### config.mk
export PLATFORM = sky130hd
export DESIGN_NAME = game_controller
export DESIGN_NICKNAME = d
export VERILOG_FILES = /design/src/rtl/game_pkg.sv /design/src/rtl/game_controller_attempt_counter.sv /design/src/rtl/game_controller.sv
export SDC_FILE = /design/constraint.sdc
export NUM_CORES = 1
export LEC_CHECK = 0
export BUFFER_PORTS_ARGS = -buffer_cell sky130_fd_sc_hd__buf_2
export CORE_ASPECT_RATIO = 1.2
export CORE_MARGIN = 5
export CORE_UTILIZATION = 54
export CTS_BUF_LIST = sky130_fd_sc_hd__clkbuf_8
export DETAILED_ROUTE_END_ITERATION = 12
export PLACE_DENSITY = 0.86
export SLEW_MARGIN = 5
export SYNTH_ARGS = -nofsm -noshare
export SYNTH_HDL_FRONTEND = slang
export SYNTH_SLANG_ARGS = --single-unit
### constraint.sdc
create_clock -name clk -period 2.6 [get_ports clk]
set_input_delay 0.39 -clock clk [delete_from_list [all_inputs] [get_ports clk]]
set_output_delay 0.39 -clock clk [all_outputs]
set_load 0.05 [all_outputs]
### src/rtl/game_pkg.sv
// Shared types and constants for the hex-digit guessing game.
package game_pkg;

    localparam int NUM_DIGITS = 4;
    localparam int DIGIT_W    = 4;
    localparam int CODE_W     = NUM_DIGITS * DIGIT_W;

    localparam logic [3:0] WIN_COUNT = 4'd4;

    typedef enum logic [2:0] {
        IDLE,
        SET_SECRET,
        WAIT_GUESS,
        CHECK,
        EVAL,
        WIN,
        LOSE
    } game_state_t;

    // Checker counts can never legitimately exceed the digit count.
    function automatic logic [3:0] sat_count(input logic [3:0] value);
        return (value > WIN_COUNT) ? WIN_COUNT : value;
    endfunction

endpackage

### src/rtl/game_controller_attempt_counter.sv
// Per-game attempt counter with clear, increment and a last-attempt flag.
module attempt_counter #(
    parameter int MAX_GUESSES = 10
) (
    input  logic       clk,
    input  logic       reset,
    input  logic       clear,
    input  logic       inc,
    output logic [3:0] count,
    output logic       last
);

    always_ff @(posedge clk) begin
        if (reset || clear) begin
            count <= '0;
        end else if (inc) begin
            count <= count + 4'd1;
        end
    end

    // High when the next increment makes the count equal MAX_GUESSES.
    assign last = (({1'b0, count} + 5'd1) == 5'(MAX_GUESSES));

endmodule

### src/rtl/game_controller.sv
// Game sequencing FSM: secret latch, guess issue to the checker, win/lose.
// Optional duplicate-guess rejection is enabled by defining GAME_CTRL_DUP_REJECT_EN.
module game_controller
    import game_pkg::*;
#(
    parameter int MAX_GUESSES = 10,
    parameter int CHK_TIMEOUT = 15
) (
    input  logic        clk,
    input  logic        reset,
    input  logic        start,
    input  logic        lock_secret,
    input  logic [15:0] secret_in,
    input  logic        guess_valid,
    input  logic [15:0] guess,
    output logic        guess_ready,
    output logic [15:0] secret_number,
    output logic [15:0] chk_guess,
    output logic        chk_req,
    input  logic        chk_done,
    input  logic [3:0]  chk_correct,
    input  logic [3:0]  chk_wrong,
    output logic [3:0]  correct_place_count,
    output logic [3:0]  wrong_place_count,
    output logic        result_valid,
    output logic [3:0]  attempts,
    output logic        win,
    output logic        lose,
    output logic        chk_error
);

    localparam int TMO_W = $clog2(CHK_TIMEOUT + 1);
    localparam logic [TMO_W-1:0] TMO_LAST = TMO_W'(CHK_TIMEOUT - 1);

    game_state_t      state, next_state;
    logic [TMO_W-1:0] tmo_cnt;
    logic [3:0]       held_correct, held_wrong;
    logic             accept, dup, take_done, timeout, new_game, last, is_dup;

`ifdef GAME_CTRL_DUP_REJECT_EN
    logic have_prev;

    always_ff @(posedge clk) begin
        if (reset || new_game) begin
            have_prev <= 1'b0;
        end else if (accept) begin
            have_prev <= 1'b1;
        end
    end

    assign is_dup = have_prev && (guess == chk_guess);
`else
    assign is_dup = 1'b0;
`endif

    always_ff @(posedge clk) begin
        if (reset) begin
            state <= IDLE;
        end else begin
            state <= next_state;
        end
    end

    always_comb begin
        // NOTE: every signal gets a default first so no path leaves one unassigned (no latch).
        next_state  = state;
        guess_ready = 1'b0;
        accept      = 1'b0;
        dup         = 1'b0;
        take_done   = 1'b0;
        timeout     = 1'b0;
        new_game    = 1'b0;
        case (state)
            IDLE, WIN, LOSE: begin
                if (start) begin
                    new_game   = 1'b1;
                    next_state = SET_SECRET;
                end
            end
            SET_SECRET: begin
                if (lock_secret) next_state = WAIT_GUESS;
            end
            WAIT_GUESS: begin
                guess_ready = 1'b1;
                if (guess_valid) begin
                    if (is_dup) begin
                        dup = 1'b1;
                    end else begin
                        accept     = 1'b1;
                        next_state = CHECK;
                    end
                end
            end
            CHECK: begin
                if (chk_done) begin
                    take_done  = 1'b1;
                    next_state = EVAL;
                end else if (tmo_cnt == TMO_LAST) begin
                    timeout    = 1'b1;
                    next_state = WAIT_GUESS;
                end
            end
            EVAL: begin
                if (held_correct == WIN_COUNT) next_state = WIN;
                else if (last)                 next_state = LOSE;
                else                           next_state = WAIT_GUESS;
            end
            default: next_state = IDLE;
        endcase
    end

    // NOTE: sequential state uses non-blocking assignments so every register sees pre-edge values.
    always_ff @(posedge clk) begin
        if (reset) begin
            secret_number       <= '0;
            chk_guess           <= '0;
            chk_req             <= 1'b0;
            tmo_cnt             <= '0;
            held_correct        <= '0;
            held_wrong          <= '0;
            correct_place_count <= '0;
            wrong_place_count   <= '0;
            result_valid        <= 1'b0;
            win                 <= 1'b0;
            lose                <= 1'b0;
            chk_error           <= 1'b0;
        end else begin
            chk_req      <= accept;
            result_valid <= dup || (state == EVAL);

            if (new_game) begin
                win                 <= 1'b0;
                lose                <= 1'b0;
                chk_error           <= 1'b0;
                correct_place_count <= '0;
                wrong_place_count   <= '0;
            end

            if (state == SET_SECRET && lock_secret) secret_number <= secret_in;

            if (accept) begin
                chk_guess <= guess;
                tmo_cnt   <= '0;
            end else if (state == CHECK) begin
                tmo_cnt <= tmo_cnt + 1'b1;
            end

            // Checker outputs are only guaranteed while chk_done is high.
            if (take_done) begin
                held_correct <= sat_count(chk_correct);
                held_wrong   <= sat_count(chk_wrong);
            end

            if (timeout) chk_error <= 1'b1;

            if (state == EVAL) begin
                correct_place_count <= held_correct;
                wrong_place_count   <= held_wrong;
                chk_error           <= 1'b0;
                win                 <= (held_correct == WIN_COUNT);
                lose                <= (held_correct != WIN_COUNT) && last;
            end
        end
    end

    attempt_counter #(
        .MAX_GUESSES (MAX_GUESSES)
    ) u_attempts (
        .clk   (clk),
        .reset (reset),
        .clear (new_game),
        .inc   (state == EVAL),
        .count (attempts),
        .last  (last)
    );

endmodule

==> out/metrics.yaml, run 1 <==
grt_max_degree: 29
cts.sinks: 64
slowest_delay_ns: 0.58
setup_tns_ns: 0
async_reset_ff_share_pct: 0
cts_resized: 0
whs_ns: 0.288
cts_buffers: 9
core-area_sq_mm: 0.00456
critPathMaxFanout: 15
fmax_mhz: 527
avgRoutedWirePerCell_um: 13.4
design_area_sq_mm: 0.00314
nNetsFinal: 428
fin_crit_ns: 1.90
path_clk_slew_ns: 0.07
ys_types: 44
clkPwrFrac_pct: 27.9
switchingPower_w: 0.000925
area_growth_pct: 24.7
period_share_pct: 72.9
diodes: 0
drt_iter0_markers: 108
p_per_area_mw_per_mm2: 812
clock_skew_ns: 0.00581
row_count: 27
grt_usage_pct: 19.9
ys.warnings.count: 0
cp.arrival_ns: 1.51
grt_pass1_vias: 2198
endpoint_kind: "output pin"
critPathTopFamily: "flip-flops"
pin_count: 96
overflow: 0
critPathRequiredTime_ns: 2.21
yosysMostFrequentCell: "nand2_1"
htree_num_levels: 3
clk_latency_ns: 0.33
syn_area_sq_mm: 0.00252
synth_top_area_share_pct: 50.8
ys_ff_latch: 64
start_util_pct: 55.3
drive_above_1_share_pct: 30.3
synth_area_leaders: "dfxtp_1 51%, nand2_1 11%, a21oi_1 7.3%"
dr_total_vias: 2315
synth_nets: 339
comb_power_share_pct: 27.1
status: "finished, final reports clean"
cts-root-buf: "clkbuf_8"
drc: 0
dr.pass1.iters: 4
rsz0062_at_grt: "no"
start_kind: "register"
placed_area_sq_mm: 0.00298
synth_edf_count: 0
antenna_found_initial: 0
cts_hold_buf: 0
cts_buffer_depth: 2
netSwitchingFraction_pct: 36.3
io_buffer_count: 95
slew_headroom_pct: 40.2
netlist_instances: 289
routed_wl_mm: 5.89
synth-seq-area-share_pct: 50.8
crit_chain: "nor3b_2 > buf_2"
slowest_stage: "dfxtp_1"
postSynthAreaPerCell_sq_um: 8.72
synthTopCellsByCount: "76 x nand2_1, 64 x dfxtp_1, 37 x a21oi_1"
leakagePower_nw: 1.40
finalSetupViolations: 0
synth_flop_cell: "dfxtp_1"
placed_cells: 425
die_w_um: 72.4
peakVddDrop_v: 0.000526
cts_tree: "built"
routabilityCongestion: 0.858
p_int_w: 0.00163
final_cells: 441
slew_violations: 0
worst_pin_slew_ns: 0.885
chipHeight_um: 84.8
hold_violations: 0
die-area_sq_mm: 0.00614
vias_per_cell: 5.25
seqPwrFrac_pct: 45.0
cts_setup_buffers: 0
grt_pass1_wl_mm: 9.71
yosysTopAreaCell: "dfxtp_1"
crit_type: "reg2out"
max-cap-violations: 0
min_path_type: "in2reg"
dpl.hpwl_mm: 4.25
path_buf_inv: 1
total_power_w: 0.00255
ant_nets: 0
[placed cells by master (no fill, tap or decap), types with 2 or more instances in the layout]
cell       count
mux2i_1        2
nand2b_1       4
a211oi_1       3
a32o_1         2
clkinv_2       2
dfxtp_1       64
nor3b_2        2
buf_2         95
nand4_1        2
and3_1         3
xnor2_1        3
clkbuf_8      10
or3b_1         2
a22o_1         9
nand3_1        5
a2111oi_0      2
ha_1           4
xor2_1         4
nor2_1        12
nor3_1         8
inv_1         10
and2_1         2
nand2_1       76
a21oi_1       37
[sequential cells by signal, indices dropped and copies added, names as in the netlist, 3 cells and up]
name and count:
chk_guess 16, correct_place_count 4, held_correct 4, held_wrong 4
secret_number 16, state 3, tmo_cnt 4, u_attempts.count 4
wrong_place_count 4
[layout make-up]
type / count / area, sq um
Clock buffer: 10 / 138
Clock inverter: 6 / 28.8
Sequential cell: 64 / 1280
Inverter: 7 / 26.3
Timing Repair Buffer: 96 / 483
Tap cell: 58 / 72.6
Fill cell: 391 / 1420
Multi-Input combinational cell: 200 / 1110
[cells by family (layout without fill, tap and decap cells)]
family | after synthesis | after routing | synth area share (%)
flip-flops | 64 | 64 | 50.8
AND/OR/NAND/NOR | 124 | 124 | 22.7
XOR/XNOR | 7 | 7 | 2.43
multiplexers | 2 | 2 | 0.794
buffers and inverters | 25 | 119 | 5.01
adder cells (fa/ha/maj) | 5 | 5 | 2.43
AO/OA/AOI/OAI | 62 | 62 | 15.8
[path summary, 6_finish.rpt]
path / slack (ns) / startpoint / cells past startpoint / endpoint
max reg2reg: 0.80 / state[1] / 4 / chk_guess[14]
min: 0.29 / secret_in[3] / 3 / secret_number[3]
min reg2reg: 0.45 / chk_guess[12] / 2 / chk_guess[12]
max: 0.70 / state[1] / 2 / guess_ready
[tightest hold or removal path, delay by kind of cell]
kind / cells / cell delay (ns)
buffers and inverters: 1 / 0.10
and+or+nand+nor: 1 / 0.04
AOI/OAI and AO/OA: 1 / 0.05
[power by group through the flow]
stage / clock [W] / sequential, W / combinational, W
global route: 0.000786 / 0.00116 / 0.000757
CTS: 0.000735 / 0.00115 / 0.000699
finish: 0.000712 / 0.00115 / 0.000692
detailed placement: 0 / 0.00117 / 0.000696
floorplan: 0 / 0.00133 / 0.000397
global placement: 0 / 0.00116 / 0.000684
[through the flow]
step / worst slack (ns) / util (%)
4_1_cts: 0.688 / 68.9
2_1_floorplan: 0.595 / -
3_5_place_dp: 0.800 / 65.2
5_1_grt: 0.526 / 68.9
6_report: 0.704 / 68.9
3_3_place_gp: 0.908 / 65.2
[routing by layer]
| layer | share of wire (%) | vias to the layer above | global-route usage, % |
|---|---|---|---|
| li1 | - | 1166 | - |
| met5 | 0 | - | 0 |
| met3 | 8.0 | 12 | 6.28 |
| met4 | 1.9 | 0 | 10.6 |
| met1 | 41 | 1053 | 22.5 |
| met2 | 49 | 84 | 32.8 |
No activity file was read; power rests on OpenSTA's default activity.
==> run 2, diff against run 1 <==
Settings changed: ABC_AREA set to 1, CORE_UTILIZATION 54 to 50, PLACE_DENSITY 0.86 to 0.8.
Clock period 2.6 ns to 1.82 ns, I/O delays scaled along.
==> run 2 against run 1 <==
Register-to-register slack got worse by 0.53 ns. Cell count up 11%. Area after synthesis about the same. Clock skew is 0.0029 ns higher. Critical path depth grew 2. Wire length is 1.3% higher. Global-route usage fell by 0.42 points. Design area is 4.5% higher. Sequential power up 44%. First-iteration DRC count is 12% higher. Sequential cell count unchanged. Via count is 4.3% higher.
==> out/metrics.yaml, run 2 <==
routabilityCongestion: 0.834  # -2.8%
drc: 0  # unchanged
endpoint_kind: "output pin"
overflow: 0  # unchanged
vias_per_cell: 4.93  # -6.1%
worst_pin_slew_ns: 0.352  # -0.533 ns
io_buffer_count: 95  # unchanged
cp_common_cell: "inv_1"
routed_wl_mm: 5.96  # +1.3%
synth_edf_count: 0  # unchanged
cts_buffers: 9  # unchanged
cts_hold_buf: 0  # unchanged
die_w_um: 74.8  # +3.4%
grt_max_degree: 21  # -28%
yosysTopAreaCell: "dfxtp_1"
chipHeight_um: 87.8  # +3.4%
final_cell_mix: "95 x buf_2, 77 x nand2_1, 64 x dfxtp_1"
min_path_type: "in2reg"
yosysMostFrequentCell: "nand2_1"
nNetsFinal: 475  # +11%
path_clk_slew_ns: 0.07  # about the same
synth_nets: 374  # +10%
final_util_pct: 67.0  # -1.9 points
rsz0062_at_grt: "no"
reg_top3: "chk_guess x16, secret_number x16"
use_met3_pct: 7.58  # +1.3 points
avgRoutedWirePerCell_um: 12.2  # -8.8%
met2_usage_pct: 31.0  # -1.8 points
drive_above_1_share_pct: 30.5  # +0.18 points
grt_usage_pct: 19.4  # -0.42 points
critPathMaxFanout: 6  # -9
die-area_sq_mm: 0.00656  # +6.9%
antenna_found_initial: 0  # unchanged
dpl.hpwl_mm: 4.44  # +4.3%
crit_chain: "inv_1 > nand3_1 > inv_1 > buf_2"
dr_total_vias: 2415  # +4.3%
start_kind: "register"
period_share_pct: 89.9
crit_type: "reg2out"
core-area_sq_mm: 0.00490  # +7.5%
syn_area_sq_mm: 0.00252  # about the same
fmax_mhz: 611
async_reset_ff_share_pct: 0  # unchanged
cts_resized: 0  # unchanged
critPathTopFamily: "buffers and inverters"
status: "finished, final reports clean"
ys.warnings.count: 0  # unchanged
row_count: 28  # +3.7%
start_util_pct: 51.4  # -3.9 points
area_growth_pct: 30.4
slew_headroom_pct: 76.3  # +36 points
cp.arrival_ns: 1.36  # -0.15 ns
path_buf_inv: 3  # +2
grt_pass1_vias: 2322  # +5.6%
grt.met1_usage_pct: 23.1  # +0.56 points
synth_flop_cell: "dfxtp_1"
dr.pass1.iters: 4  # unchanged
critPathRequiredTime_ns: 1.55  # -0.66 ns
peakVddDrop_v: 0.000850  # +61%
finalSetupViolations: 0  # unchanged
drt_iter0_markers: 121  # +12%
synth_area_leaders: "dfxtp_1 51%, nand2_1 11%, nand3_1 7.4%"
slew_violations: 0  # unchanged
cts.sinks: 64  # unchanged
slowest_delay_ns: 0.34  # -0.24 ns
cts_setup_buffers: 0  # unchanged
ant_nets: 0  # unchanged
cts_tree: "built"
synth_top_area_share_pct: 50.9  # about the same
whs_ns: 0.127  # -0.161 ns
fin_crit_ns: 1.64
top_usage_layer: "met2"
hold_violations: 0  # unchanged
postSynthAreaPerCell_sq_um: 7.77  # -11%
leakagePower_nw: 1.68  # +20%
synth-seq-area-share_pct: 50.9  # about the same
ys_types: 31  # -30%
ys_ff_latch: 64  # unchanged
grt_pass1_wl_mm: 9.94  # +2.3%
p_per_area_mw_per_mm2: 1350  # +66%
setup_tns_ns: 0  # unchanged
synthTopCellsByCount: "77 x nand2_1, 64 x dfxtp_1, 48 x nor2_1"
final_common_cell: "buf_2"
htree_num_levels: 3  # unchanged
cts-root-buf: "clkbuf_8"
slowest_stage: "dfxtp_1"
cts_buffer_depth: 2  # unchanged
diodes: 0  # unchanged
netlist_instances: 324  # +12%
max-cap-violations: 0  # unchanged
clock_skew_ns: 0.00873  # +0.00292 ns
clk_latency_ns: 0.33  # about the same
pin_count: 96  # unchanged
==> run 2: cell types whose count changed in the layout (fill, tap and decap cells not counted), moves of 4 or more <==
cell	delta
a22o_1	-9
nand3_1	+32
o21ai_0	+18
inv_2	+4
nand2b_1	-4
buf_4	+4
nor3_1	-6
a21oi_1	-22
inv_1	+10
nor2_1	+36
==> run 2: report_power, final <==
part	internal (W)	switching [W]	total [W]
clock network	0.000900	0.000527	0.00143
registers	0.00157	0.0000972	0.00166
logic	0.000326	0.00102	0.00135
==> run 2: worst min-delay path: stages <==
cell and delay, ns:
buf_2 0.08, nand2_1 0.04, nand2_1 0.04
==> run 2: final timing paths <==
kind / start / end / slack (ns) / depth (start not counted)
setup / recovery: state[0] / guess_ready / 0.18 / 4
hold / removal: guess[9] / chk_guess[9] / 0.13 / 3
setup reg to reg: state[0] / chk_guess[3] / 0.27 / 7
hold reg to reg: held_wrong[1] / wrong_place_count[1] / 0.46 / 2
==> run 2: logic make-up (layout without fill, tap and decap cells) <==
| family | count (synthesis) | after routing | synth area share [%] |
|---|---|---|---|
| AOI/OAI and AO/OA | 40 | 40 | 8.99 |
| xor gates and xnor gates | 3 | 3 | 1.04 |
| buffers and inverters | 34 | 140 | 5.86 |
| DFF | 64 | 64 | 50.9 |
| adders and majority gates | 4 | 4 | 1.99 |
| and+or+nand+nor | 179 | 179 | 31.2 |
==> run 2: routing by layer <==
| metal | wire, um | up-vias |
|---|---|---|
| li1 | - | 1244 |
| met1 | 2610 | 1082 |
| met2 | 2790 | 79 |
| met3 | 473 | 10 |
| met4 | 89 | 0 |
| met5 | 0 | - |
==> run 2: metrics by stage <==
| stage | cell area [sq um] | power (W) | std cells | worst slack (ns) |
|---|---|---|---|---|
| 2_1_floorplan | 2520 | 0.00271 | 324 | 0.265 |
| 3_3_place_gp | 3050 | 0.00301 | 474 | 0.350 |
| 4_1_cts | 3280 | 0.00447 | 490 | 0.167 |
| 6_report | 3280 | 0.00444 | 490 | 0.184 |
| 3_5_place_dp | 3050 | 0.00303 | 474 | 0.281 |
| 5_1_grt | 3280 | 0.00469 | 490 | 0.0846 |
==> run 2: layout make-up <==
cell class | count | area (sq um)
clock buffer | 9 | 124
multi-input combinational | 226 | 1090
timing repair buffer | 100 | 513
tap | 60 | 75.1
fill | 442 | 1620
inverter | 24 | 90.1
clock inverter | 7 | 111
sequential | 64 | 1280
